--- config.mk ---
export PLATFORM = sky130hd
export DESIGN_NAME = cdb_arbiter_flat
export DESIGN_NICKNAME = d
export VERILOG_FILES = /design/src/rtl/cdb_arbiter_if.sv /design/src/rtl/cdb_arbiter.sv /design/src/flat_wrapper.sv
export SDC_FILE = /design/constraint.sdc
export NUM_CORES = 1
export LEC_CHECK = 0
export ABC_AREA = 0
export CORE_MARGIN = 4
export CORE_UTILIZATION = 58
export DETAILED_ROUTE_END_ITERATION = 7
export PLACE_DENSITY = 0.87
export SLEW_MARGIN = 20
export SYNTH_ARGS = -nofsm -noshare
export SYNTH_HDL_FRONTEND = slang
export SYNTH_SLANG_ARGS = --single-unit
--- constraint.sdc ---
create_clock -name clk -period 12.9 [get_ports clk]
set_input_delay 1.935 -clock clk [delete_from_list [all_inputs] [get_ports clk]]
set_output_delay 1.935 -clock clk [all_outputs]
set_load 0.03 [all_outputs]
--- src/rtl/cdb_arbiter_if.sv ---
// cdb_arbiter_if: bundles the requester push handshake and the common data
// bus broadcast for cdb_arbiter.
//   master : execution-unit side; drives req_*, observes req_ready and wb_*.
//   slave  : arbiter side; consumes req_*, drives req_ready and wb_*.
// Packed buses hold requester i (or slot k) at bit offset i*width.
interface cdb_arbiter_if #(
  parameter int NUM_REQ       = 4,
  parameter int WB_PORTS      = 2,
  parameter int ROB_IDX_WIDTH = 5
);
  logic [NUM_REQ-1:0]                 req_valid;
  logic [NUM_REQ-1:0]                 req_ready;
  logic [NUM_REQ*ROB_IDX_WIDTH-1:0]   req_rob_idx;
  logic [NUM_REQ*5-1:0]               req_rd_addr;
  logic [NUM_REQ*32-1:0]              req_data;
  logic [WB_PORTS-1:0]                wb_valid;
  logic [WB_PORTS*2-1:0]              wb_src;
  logic [WB_PORTS*ROB_IDX_WIDTH-1:0]  wb_rob_idx;
  logic [WB_PORTS*5-1:0]              wb_rd_addr;
  logic [WB_PORTS*32-1:0]             wb_data;

  modport master (
    output req_valid, req_rob_idx, req_rd_addr, req_data,
    input  req_ready, wb_valid, wb_src, wb_rob_idx, wb_rd_addr, wb_data
  );

  modport slave (
    input  req_valid, req_rob_idx, req_rd_addr, req_data,
    output req_ready, wb_valid, wb_src, wb_rob_idx, wb_rd_addr, wb_data
  );
endinterface

--- src/rtl/cdb_arbiter.sv ---
// cdb_arbiter: common data bus writeback scheduler.
// Each execution unit (0=alu, 1=mul, 2=br, 3=mem) pushes results into its own
// small FIFO; every cycle up to WB_PORTS non-empty FIFOs are granted in
// round-robin order starting at rr_ptr and their heads are broadcast.
// Ports:
//   clk   : clock, all state on the rising edge
//   rst   : asynchronous active-low reset
//   flush : synchronous pipeline flush (empties FIFOs, rr_ptr to 0)
//   bus   : cdb_arbiter_if.slave (req_* push side, wb_* broadcast side)
//   perf_stall_cnt : per-requester stall counters, only when
//                    CDB_ARBITER_PERF_EN is defined
module cdb_arbiter #(
  parameter int NUM_REQ       = 4,
  parameter int FIFO_DEPTH    = 2,
  parameter int WB_PORTS      = 2,
  parameter int ROB_IDX_WIDTH = 5
) (
  input  logic clk,
  input  logic rst,
  input  logic flush,
  cdb_arbiter_if.slave bus
`ifdef CDB_ARBITER_PERF_EN
  ,
  output logic [NUM_REQ*32-1:0] perf_stall_cnt
`endif
);

  localparam int PTR_W = (FIFO_DEPTH > 1) ? $clog2(FIFO_DEPTH) : 1;
  localparam int CNT_W = $clog2(FIFO_DEPTH + 1);
  localparam int RR_W  = (NUM_REQ > 1) ? $clog2(NUM_REQ) : 1;

  typedef struct packed {
    logic [ROB_IDX_WIDTH-1:0] rob_idx;
    logic [4:0]               rd_addr;
    logic [31:0]              data;
  } entry_t;

  logic [NUM_REQ-1:0] ready;
  logic [NUM_REQ-1:0] push;
  logic [NUM_REQ-1:0] grant;
  logic [NUM_REQ-1:0] not_empty;
  entry_t             head [NUM_REQ];

  logic [RR_W-1:0] rr_ptr_reg;
  logic [RR_W-1:0] rr_ptr_next;

  logic [WB_PORTS-1:0]               wb_valid_next;
  logic [WB_PORTS*2-1:0]             wb_src_next;
  logic [WB_PORTS*ROB_IDX_WIDTH-1:0] wb_rob_idx_next;
  logic [WB_PORTS*5-1:0]             wb_rd_addr_next;
  logic [WB_PORTS*32-1:0]            wb_data_next;

  // Per-requester FIFOs. Ready looks only at the registered count, so a full
  // FIFO refuses a push even in a cycle where it is also popped.
  for (genvar gi = 0; gi < NUM_REQ; gi++) begin : g_fifo
    logic [CNT_W-1:0] count_reg;
    logic [PTR_W-1:0] wr_ptr_reg;
    logic [PTR_W-1:0] rd_ptr_reg;
    entry_t           mem_reg [FIFO_DEPTH];

    assign ready[gi]     = rst && (count_reg != CNT_W'(FIFO_DEPTH)) && !flush;
    assign push[gi]      = bus.req_valid[gi] && ready[gi];
    assign not_empty[gi] = (count_reg != '0);
    assign head[gi]      = mem_reg[rd_ptr_reg];

    always_ff @(posedge clk) begin
      if (push[gi]) begin
        mem_reg[wr_ptr_reg] <= {bus.req_rob_idx[gi*ROB_IDX_WIDTH +: ROB_IDX_WIDTH],
                                bus.req_rd_addr[gi*5 +: 5],
                                bus.req_data[gi*32 +: 32]};
      end
    end

    always_ff @(posedge clk or negedge rst) begin
      if (!rst) begin
        count_reg  <= '0;
        wr_ptr_reg <= '0;
        rd_ptr_reg <= '0;
      end else if (flush) begin
        count_reg  <= '0;
        wr_ptr_reg <= '0;
        rd_ptr_reg <= '0;
      end else begin
        // FIFO_DEPTH is a power of two, so pointers wrap naturally.
        if (push[gi])  wr_ptr_reg <= wr_ptr_reg + 1'b1;
        if (grant[gi]) rd_ptr_reg <= rd_ptr_reg + 1'b1;
        case ({push[gi], grant[gi]})
          2'b10:   count_reg <= count_reg + 1'b1;
          2'b01:   count_reg <= count_reg - 1'b1;
          default: count_reg <= count_reg;
        endcase
      end
    end

`ifdef CDB_ARBITER_PERF_EN
    logic [31:0] stall_cnt_reg;

    always_ff @(posedge clk or negedge rst) begin
      if (!rst) begin
        stall_cnt_reg <= '0;
      end else if (not_empty[gi] && !grant[gi] && (stall_cnt_reg != 32'hFFFF_FFFF)) begin
        stall_cnt_reg <= stall_cnt_reg + 32'd1;
      end
    end

    assign perf_stall_cnt[gi*32 +: 32] = stall_cnt_reg;
`endif
  end

  // Round-robin scan from rr_ptr; the k-th non-empty FIFO found fills slot k.
  // Grants are suppressed during flush, which also keeps the bus quiet.
  always_comb begin
    int slot;
    int idx;
    grant           = '0;
    wb_valid_next   = '0;
    wb_src_next     = '0;
    wb_rob_idx_next = '0;
    wb_rd_addr_next = '0;
    wb_data_next    = '0;
    rr_ptr_next     = rr_ptr_reg;
    slot            = 0;
    idx             = 0;
    for (int o = 0; o < NUM_REQ; o++) begin
      idx = int'(rr_ptr_reg) + o;
      if (idx >= NUM_REQ) idx = idx - NUM_REQ;
      if (!flush && not_empty[idx] && (slot < WB_PORTS)) begin
        grant[idx]                                        = 1'b1;
        wb_valid_next[slot]                               = 1'b1;
        wb_src_next[slot*2 +: 2]                          = 2'(idx);
        wb_rob_idx_next[slot*ROB_IDX_WIDTH +: ROB_IDX_WIDTH] = head[idx].rob_idx;
        wb_rd_addr_next[slot*5 +: 5]                      = head[idx].rd_addr;
        wb_data_next[slot*32 +: 32]                       = head[idx].data;
        rr_ptr_next                                       = RR_W'((idx + 1) % NUM_REQ);
        slot                                              = slot + 1;
      end
    end
  end

  always_ff @(posedge clk or negedge rst) begin
    if (!rst) begin
      rr_ptr_reg <= '0;
    end else if (flush) begin
      rr_ptr_reg <= '0;
    end else begin
      rr_ptr_reg <= rr_ptr_next;
    end
  end

  assign bus.req_ready  = ready;
  assign bus.wb_valid   = wb_valid_next;
  assign bus.wb_src     = wb_src_next;
  assign bus.wb_rob_idx = wb_rob_idx_next;
  assign bus.wb_rd_addr = wb_rd_addr_next;
  assign bus.wb_data    = wb_data_next;

endmodule

--- src/flat_wrapper.sv ---
// flat-port wrapper written by rule: the top's interface ports become plain ports
module cdb_arbiter_flat 
#(
  parameter int NUM_REQ       = 4,
  parameter int FIFO_DEPTH    = 2,
  parameter int WB_PORTS      = 2,
  parameter int ROB_IDX_WIDTH = 5
)
  (clk, rst, flush, bus_req_valid, bus_req_rob_idx, bus_req_rd_addr, bus_req_data, bus_req_ready, bus_wb_valid, bus_wb_src, bus_wb_rob_idx, bus_wb_rd_addr, bus_wb_data);
  cdb_arbiter_if #(.NUM_REQ(NUM_REQ), .WB_PORTS(WB_PORTS), .ROB_IDX_WIDTH(ROB_IDX_WIDTH)) bus_i ();
  input  logic clk;
  input  logic rst;
  input  logic flush;
  input wire logic [$bits(bus_i.req_valid)-1:0] bus_req_valid;
  input wire logic [$bits(bus_i.req_rob_idx)-1:0] bus_req_rob_idx;
  input wire logic [$bits(bus_i.req_rd_addr)-1:0] bus_req_rd_addr;
  input wire logic [$bits(bus_i.req_data)-1:0] bus_req_data;
  output wire logic [$bits(bus_i.req_ready)-1:0] bus_req_ready;
  output wire logic [$bits(bus_i.wb_valid)-1:0] bus_wb_valid;
  output wire logic [$bits(bus_i.wb_src)-1:0] bus_wb_src;
  output wire logic [$bits(bus_i.wb_rob_idx)-1:0] bus_wb_rob_idx;
  output wire logic [$bits(bus_i.wb_rd_addr)-1:0] bus_wb_rd_addr;
  output wire logic [$bits(bus_i.wb_data)-1:0] bus_wb_data;
  assign bus_i.req_valid = bus_req_valid;
  assign bus_i.req_rob_idx = bus_req_rob_idx;
  assign bus_i.req_rd_addr = bus_req_rd_addr;
  assign bus_i.req_data = bus_req_data;
  assign bus_req_ready = bus_i.req_ready;
  assign bus_wb_valid = bus_i.wb_valid;
  assign bus_wb_src = bus_i.wb_src;
  assign bus_wb_rob_idx = bus_i.wb_rob_idx;
  assign bus_wb_rd_addr = bus_i.wb_rd_addr;
  assign bus_wb_data = bus_i.wb_data;
  cdb_arbiter #(.NUM_REQ(NUM_REQ), .FIFO_DEPTH(FIFO_DEPTH), .WB_PORTS(WB_PORTS), .ROB_IDX_WIDTH(ROB_IDX_WIDTH)) u_core (.clk(clk), .rst(rst), .flush(flush), .bus(bus_i));
endmodule
Word level (Yosys, flattened, before mapping)
Memories as Yosys holds them, arrays and structs flattened.
Cells that the tools add are included.
- order comparisons: 25
- eq/ne operators: 12
- reduce and logical (&&, ||, !) cells: 44
- shift operators: 21
- bitwise operators: 10
- add/sub/neg operators: 38
- muxes and demuxes: 118
- multipliers: 3
- operators by type and width (cell ; number):
    42-bit binary-select mux with 2-bit select ; 4
    42-bit two-way mux ; 8
    32-bit negation with 33-bit output ; 7
    32-bit two-way mux ; 7
    5-bit by 33-bit indexed part select with 10-bit output ; 6
    64-bit bitwise mux ; 3
    32-bit by 1-bit >= comparator with 1-bit output (second input constant) ; 6
    64-bit two-way mux ; 3
    32-bit by 33-bit variable shift with 64-bit output (first input constant) ; 3
    32-bit by 33-bit indexed part select with 64-bit output ; 3
    32-bit by 3-bit >= comparator with 1-bit output (second input constant) ; 4
    32-bit by 3-bit less-than comparator with 1-bit output (second input constant) ; 4
    32-bit by 4-bit less-than comparator with 1-bit output (second input constant) ; 4
    32-bit inverter ; 4
    2-bit by 33-bit variable shift with 4-bit output (first input constant) ; 3
    5-bit by 33-bit variable shift with 10-bit output (first input constant) ; 3
    2-bit by 33-bit indexed part select with 4-bit output ; 3
    32-bit by 4-bit >= comparator with 1-bit output (second input constant) ; 3
    32-bit by 4-bit subtractor with 32-bit output (second input constant) ; 3
    32-bit by 4-bit multiplier with 32-bit output (second input constant) ; 2
    10-bit bitwise mux ; 6
    10-bit two-way mux ; 6
    1-bit two-way mux ; 41
    2-bit negation with 33-bit output ; 1
    33 further kinds ; 134
- register bits: 18
- output and inout port bits: 94
- memories kept: 4
- word-level logic and storage cells: 288
- memory bits (writable): 336
- memories (memory ; depth ; width ; read ports ; clocked after memory_dff ; wr ports ; line ; RTL):
    u_core.g_fifo[0].mem_reg ; 2 ; 42 ; 1 ; 0 ; 1 ; cdb_arbiter.sv:59 ; entry_t mem_reg [FIFO_DEPTH];
    u_core.g_fifo[1].mem_reg ; 2 ; 42 ; 1 ; 0 ; 1 ; cdb_arbiter.sv:59 ;
    u_core.g_fifo[2].mem_reg ; 2 ; 42 ; 1 ; 0 ; 1 ; cdb_arbiter.sv:59 ;
    u_core.g_fifo[3].mem_reg ; 2 ; 42 ; 1 ; 0 ; 1 ; cdb_arbiter.sv:59 ;

Logic depth before layout (Yosys ltp)
Gate-level depths: netlist (run 1).
- depth in word-level cells: 19
- gate-level depth with buffers: 34
- gate-level depth less buffers: 21

Worst setup path after synthesis (run 1)
No wires, ideal clock.
- path kind: register to output
- start: register u_core.rr_ptr_reg[0]
- end: output bus_wb_data[45]
- buffers on the path: 14
- data arrival time: 7.521 ns
- data required time: 10.965 ns
- setup slack: 3.444 ns
- stages on the path, launching flop included: 35
- cell sequence: dfrtp_1 inv_2 buf_1 clkbuf_1 buf_1 ha_1 buf_4 inv_2 mux4_2 buf_2 nor2_1 inv_1 clkbuf_1 ha_1 clkbuf_1 nand2_1 or3_1 mux2i_1 a211o_1 or2_1 buf_6 inv_4 buf_2 ha_1 clkbuf_1 inv_1 clkbuf_1 ha_1 nor2b_1 and4_1 clkbuf_1 buf_2 buf_4 a221oi_1 o22ai_1
- cells in the longest elaborated chain, start to end: 17
- ends and longest elaborated chain (item ; line ; RTL):
    start: declaration ; cdb_arbiter.sv:44 ; logic [RR_W-1:0] rr_ptr_reg;
    start signal: assignment ; cdb_arbiter.sv:146 ; rr_ptr_reg <= rr_ptr_next;
    branches (longest 16 deep; another with 32-bit by 4-bit subtractor with 32-bit output) ; n/a ;
    64-bit two-way mux * ; cdb_arbiter.sv:127 ; if (!flush && not_empty[idx] && (slot < WB_PORTS)) begin
    end: declaration ; flat_wrapper.sv:23 ; output wire logic [$bits(bus_i.wb_data)-1:0] bus_wb_data;
Mark *: on every way between the ends. The select of a mux whose other input is x is not followed.

Worst setup path in the final report (run 1)
- start: register u_core.rr_ptr_reg[1]
- end: output bus_wb_src[0]
- cells in the longest elaborated chain, start to end: 17
- ends and longest elaborated chain (item ; line ; RTL):
    branches (longest 16 deep; another with 32-bit by 4-bit subtractor with 32-bit output) ; n/a ;
    4-bit two-way mux * ; cdb_arbiter.sv:127 ;
    end: declaration ; flat_wrapper.sv:20 ; output wire logic [$bits(bus_i.wb_src)-1:0] bus_wb_src;
Marks and branches as above.

==> metrics, run 1 <==
area occupied by multi-input gates 9700 µm²; final net count 2289; number of library cell types mapped by synthesis 81; clk_skew 0.0255 ns; P per Cell Area 286 nW/µm²; worst-margin pin slew 1.06 ns; status finished, final reports clean; placed cell area 24100 µm²; GR Util met3 0.0682; Avg Synthesized Cell Area 10.9 µm²; Crit Path Max Fanout 67; Core ar. 35600 µm²; cells along the critical path inv_2 > ha_4 > clkinv_2 > mux4_2 > nor2_1 > inv_1 > ha_1 > nor3_1 > nand3_1 > mux2i_1 > a211o_1 > or2_1 > inv_4 > ha_1 > inv_1 > ha_1 > buf_4 > nor4_4 > buf_4 > o21ai_0 > o31ai_1 > clkdlybuf4s50_1; die width 198 µm; GRT met1 Usage 0.401; Final min period 12.02 ns; CP Capture Type output port; cell mode on critical path ha_1; asr flop ratio synth 0.0508; commonest cells after routing, fill and taps aside edfxtp_1 (336), mux2i_1 (265), clkdlybuf4s50_1 (213); flop2flop setup slack 8.06 ns; Synth Cell Area 20900 µm²; busiest grt layer met2; IO buf count 268; Slew Limit Fails 0; number of synthesized flops with an enable pin 336; total wire length 71600 µm; Die Height 198 µm; max FFs per register 336; setup TNS 0 ns; achievable frequency 83.2 MHz; unrepaired setup endpoints after global routing false; Ys Warns 0; endpoints failing setup 0; total power 7.22 mW; pre-CTS setup slack 1.65 ns; post-synth top area cell edfxtp_1; largest net degree at the start of global routing 85; root buffer cell clkbuf_16; Rows 69; register area share after synthesis 0.505; final worst slack 0.882 ns; hold path depth 1; Buf+Inv Stages, Crit Path 8; Final Hold Viols 0; grt ovf 0; share of Yosys cell area claimed by the top area cell type 0.483; post-route ant nets 0; final routed DRC violation total 0; r2r worst-path depth 10; initial antenna violation count 0; final instance area 25200 µm²; final-layout fill cell count 2473; hold_buf cts 0; HP Class reg -> reg; Routed wire per std cell 27.7 µm; GRT Overall Usage 0.354; max_slew headroom 0.296; Global Route met2 Usage 0.599; Peak VDD IR 0.282 mV; r2r endpoint u_core.g_fifo[0].count_reg[1]$_DFFE_PN0P_; die area 39100 µm²; # IOs 269; Crit path arrival time 10.08 ns; vias in the first global route 17187; share of cells above drive strength 1 0.119; Startpoint Class register; post-cts gate resize count 0; Post-DP HPWL 49800 µm; slowest library cell on the worst path ha_1; min-delay src u_core.g_fifo[0].wr_ptr_reg$_DFFE_PN0P_; routability congestion estimate 1.03; Via Count 17529; drt first-iter violations 2148; Area Overhead vs Synth 20.7%; Synth Instances 1922; CTS Buffer Depth 3; Lkg Pwr 8.68 nW; Clock Latency Late Sink 0.55 ns; Starting Density 0.587; launch point of the worst reg-to-reg path u_core.rr_ptr_reg[1]$_DFFE_PN0P_; Setup CP Type reg -> out; CTS H-Tree Depth 2; number of synthesized register bits 354; Final Cycle Share 0.932; maxcap violations 0; Hold Path Sink u_core.g_fifo[0].wr_ptr_reg$_DFFE_PN0P_; total CTS buffers 35; sequential cell area 10600 µm²; most common cell after layout, fill and taps aside edfxtp_1; detailed-route vias per instance 6.77; buffer count from post-CTS setup fixing 0; Crit path largest cell delay 0.84 ns; Clock Pin Slew Worst Setup and Hold Paths 0.08 ns; required time worst endpoint 10.97 ns; ys flop type edfxtp_1; family with the most delay on the worst path buffers and inverters; Sink Count 354; first-pass GRT wire length 104000 µm; DRT Pass-1 Iters 7; synth top area cells edfxtp_1 (48%), mux2i_1 (13%), o21ai_0 (4.0%); clock tree from TritonCTS done
[through the flow]
stage          cells   util  hold WS, ns
4_1_cts         2588  0.709        0.579
5_1_grt         2588  0.708        0.610
2_1_floorplan   1924      -        0.473
3_5_place_dp    2526  0.677        0.570
3_3_place_gp    2526  0.677        0.548
6_report        2589  0.709        0.584
[worst max-delay path by stage]
stage,startpoint,cells after the start,slack (ns),end
floorplan,u_core.rr_ptr_reg[0]$_DFFE_PN0P_,34,3.44,bus_wb_data[45]
global placement,u_core.rr_ptr_reg[1]$_DFFE_PN0P_,22,1.85,bus_wb_src[0]
detailed placement,u_core.rr_ptr_reg[1]$_DFFE_PN0P_,22,1.65,bus_wb_src[0]
CTS,u_core.rr_ptr_reg[1]$_DFFE_PN0P_,22,1.01,bus_wb_src[0]
global route,u_core.rr_ptr_reg[1]$_DFFE_PN0P_,22,0.31,bus_wb_src[0]
finish,u_core.rr_ptr_reg[1]$_DFFE_PN0P_,22,0.88,bus_wb_src[0]
[kinds of logic after synthesis]
logic type	count (synthesis)	synth area share
AO/OA/AOI/OAI	549	0.167
flip-flops	354	0.505
other	1	0.000180
buffers and inverters	179	0.0351
AND/OR/NAND/NOR	460	0.0948
XOR/XNOR	23	0.00964
multiplexers	343	0.181
adder cells (fa/ha/maj)	13	0.00773
[routing by layer]
layer,share of wire,routed length [µm]
met5,0,0
met4,0.089,6410
met3,0.088,6280
met2,0.49,35000
met1,0.33,24000
[worst reg2reg max path, delay by kind of cell (launching register included)]
kind | cells | cell delay, ns
flops | 1 | 0.61
xor+xnor | 1 | 0.14
mux | 2 | 1.01
buf+inv | 2 | 1.10
compound gates | 1 | 0.49
simple gates | 2 | 0.37
fa+ha+maj | 2 | 0.96
[cell type report]
class / instances / share of cell area
flip-flops and latches: 354 / 0.419
repair buffers: 300 / 0.126
inverters: 20 / 0.00323
clock inverters: 20 / 0.00784
well taps: 461 / 0.0229
multi-input cells: 1391 / 0.385
clock buffers: 42 / 0.0366
diodes: 1 / 0.0000993
[cell usage after synthesis (all sizes together), types with 8 or more instances]
cell      n
dfrtp    18
nor3     26
edfxtp  336
mux2i   265
nand2   168
o211ai   27
nand3    21
mux4     22
o21a     23
inv      19
o22ai    38
clkbuf  105
o21ai   181
a211oi   17
xnor2    22
a21oi   128
a221oi   58
mux2     56
nor2    187
buf      54
nand2b    8
ha       12
or3      12
[report_power, final]
group / switching [mW] / internal [mW] / leakage [nW]
Sequential: 0.0648 / 1.32 / 3.28
Combinational: 3.08 / 1.73 / 4.87
Clock: 0.441 / 0.575 / 0.535
Power figures use the tool's default switching activity.
==> inputs of run 2 (changes only) <==
--- a/config.mk
+++ b/config.mk
@@ -6,6 +6,7 @@
 export NUM_CORES = 1
 export LEC_CHECK = 0
 export ABC_AREA = 0
+export CORE_ASPECT_RATIO = 2
 export CORE_MARGIN = 4
 export CORE_UTILIZATION = 58
 export DETAILED_ROUTE_END_ITERATION = 7
==> run 2 against run 1 <==
Effect of this change: the run now ends with design-rule violations left; clock skew hardly changed; critical endpoint is now bus_wb_data[47]; critical path depth stayed put; register-to-register slack better by 0.07 ns; sequential cell count stayed put; combinational power hardly changed; routed wire length is 14% higher; utilization is 1.1 points lower; critical path type unchanged; final cell count is 0.58% lower; non-clock buffer count is 4 higher; setup slack worse by 0.10 ns; largest power group unchanged.
==> metrics, run 2 (synthesized netlist as in run 1, its figures left out) <==
status complete, but fails checks; failing checks design-rule violations; unrepaired setup endpoints after global routing false; pre-CTS setup slack 1.11 ns (-0.542 ns); die area 39300 µm² (+0.47%); vias in the first global route 17922 (+4.3%); clock tree from TritonCTS done; area occupied by multi-input gates 9700 µm² (about the same); Logic pwr share 0.675 (+0.008); drt first-iter violations 2375 (+11%); Clock Pin Slew Worst Setup and Hold Paths 0.07 ns (about the same); CP Capture Type output port; r2r worst-path depth 11 (+1); total wire length 81800 µm (+14%); GRT Overall Usage 0.407 (+0.0526); achievable frequency 82.5 MHz (-0.83%); first-pass GRT wire length 116000 µm (+12%); hold_buf cts 0 (unchanged); # IOs 269 (unchanged); switching share of total power 0.516 (+0.0191); grt ovf 0 (unchanged); Sink Count 354 (unchanged); post-route ant nets 0 (unchanged); required time worst endpoint 10.97 ns (about the same); Post-DP HPWL 58600 µm (+18%); most common cell after layout, fill and taps aside edfxtp_1; HP Class reg -> reg; post-layout util 0.697 (-0.0114); Area Overhead vs Synth 19.1%; slowest library cell on the worst path dfrtp_4; IO buf count 268 (unchanged); max FFs per register 336 (unchanged); launch point of the worst reg-to-reg path u_core.rr_ptr_reg[1]$_DFFE_PN0P_; Final min period 12.12 ns (+0.101 ns); Crit path arrival time 10.18 ns (+0.10 ns); P per Cell Area 287 nW/µm² (about the same); Via Count 17785 (+1.5%); family with the most delay on the worst path buffers and inverters; CTS Buffer Depth 3 (unchanged); diode count 0 (-1); detailed-route vias per instance 6.91 (+2.1%); worst-margin pin slew 1.20 ns (+0.142 ns); Buf+Inv Stages, Crit Path 8 (unchanged); Core ar. 35700 µm² (+0.32%); Starting Density 0.585 (-0.00185); final worst slack 0.781 ns (-0.101 ns); r2r endpoint u_core.rr_ptr_reg[1]$_DFFE_PN0P_; Lkg Pwr 8.55 nW (-1.5%); min-delay src u_core.g_fifo[2].wr_ptr_reg$_DFFE_PN0P_; sequential cell area 10600 µm² (unchanged); Hold Slack 0.584 ns (+0.000181 ns); Startpoint Class register; Crit Path Max Fanout 62 (-7.5%); die width 142 µm (-28%); Die Height 276 µm (+40%); clk_skew 0.0260 ns (+0.000448 ns); final-layout fill cell count 2475 (+0.081%); endpoints failing setup 0 (unchanged); Peak VDD IR 0.301 mV (+6.9%); Setup CP Type reg -> out; Final Hold Viols 0 (unchanged); largest net degree at the start of global routing 94 (+11%); Hold Path Sink u_core.g_fifo[2].wr_ptr_reg$_DFFE_PN0P_; sw power 3.68 mW (+2.5%); flop2flop setup slack 8.13 ns (+0.07 ns); initial antenna violation count 1 (+1); Slew Limit Fails 0 (unchanged); maxcap violations 0 (unchanged); Clock Latency Late Sink 0.59 ns (+0.04 ns); total CTS buffers 30 (-14%); root buffer cell clkbuf_16; share of cells above drive strength 1 0.112 (-0.00689); cells along the critical path inv_2 > ha_4 > clkinv_2 > mux4_2 > nor2_1 > inv_1 > ha_2 > nand2_1 > or3_1 > mux2i_1 > a211o_1 > or2_1 > buf_4 > inv_4 > ha_1 > inv_1 > ha_1 > buf_4 > nor2b_1 > nand4_1 > o221ai_1 > clkdlybuf4s50_1; commonest cells after routing, fill and taps aside edfxtp_1 (336), mux2i_1 (264), clkdlybuf4s50_1 (230); Crit path largest cell delay 0.84 ns (about the same); internal power 3.45 mW (-5.0%); Routed wire per std cell 31.8 µm (+15%); routability congestion estimate 1.05 (+2.3%); CTS H-Tree Depth 1 (-1); hold path depth 1 (unchanged); max_slew headroom 0.193 (-0.103); DRT Pass-1 Iters 8 (+1); clock share of power 0.127 (-0.014); Seq pwr share 0.199 (+0.007); Final Cycle Share 0.939 (+0.00782); Rows 98 (+42%); setup TNS 0 ns (unchanged); final net count 2288 (-0.044%); final routed DRC violation total 33 (+33)
-- run 2: cell types whose count changed in the layout (fill, tap and decap cells not counted), sizes merged --
cell	before	now
clkdlybuf4s50	213	230
buf	87	74
clkbuf	42	31
clkinv	13	18
clkinvlp	5	3
inv	19	21
bufinv	3	2
diode	1	0
-- run 2: worst max path at each step --
| stage | startpoint | slack (ns) | cells after the start | end |
|---|---|---|---|---|
| 2_1_floorplan | u_core.rr_ptr_reg[0]$_DFFE_PN0P_ | 3.44 | 34 | bus_wb_data[45] |
| 3_3_place_gp | u_core.rr_ptr_reg[1]$_DFFE_PN0P_ | 1.46 | 22 | bus_wb_data[13] |
| 3_5_place_dp | u_core.rr_ptr_reg[1]$_DFFE_PN0P_ | 1.11 | 22 | bus_wb_data[13] |
| 4_1_cts | u_core.rr_ptr_reg[1]$_DFFE_PN0P_ | 0.48 | 22 | bus_wb_data[7] |
| 5_1_grt | u_core.rr_ptr_reg[1]$_DFFE_PN0P_ | 0.40 | 22 | bus_wb_data[58] |
| 6_report | u_core.rr_ptr_reg[1]$_DFFE_PN0P_ | 0.78 | 22 | bus_wb_data[47] |
-- run 2: repair_timing --
item                       CTS  global route
setup endpoints to repair    0            19
resized for setup            0             1
setup buffers                0             3
-- run 2: power groups by stage --
stage               clock network [mW]  registers, mW  logic (mW)
global placement                     0           1.43        4.59
finish                           0.902           1.42        4.81
detailed placement                   0           1.43        4.63
CTS                              0.903           1.41        4.65
floorplan                            0           1.37        3.13
global route                     0.952           1.42        5.02
-- run 2: layout make-up --
class	count	share of cell area
tap	450	0.0226
clock inverter	24	0.00885
inverter	20	0.00327
timing repair buffer	304	0.121
sequential	354	0.424
multi-input combinational	1391	0.390
clock buffer	31	0.0303
-- run 2: layer usage --
layer,GRT usage,share of wire
met1,0.390,0.29
met2,0.698,0.51
met3,0.0701,0.072
met4,0.409,0.13
met5,0,0
-- run 2: metrics by stage --
stage,total power [mW],instances,instance area [µm²]
2_1_floorplan,4.50,1924,20900
3_3_place_gp,6.02,2515,23800
3_5_place_dp,6.06,2515,23800
4_1_cts,6.96,2570,24800
5_1_grt,7.39,2574,24900
6_report,7.13,2574,24900
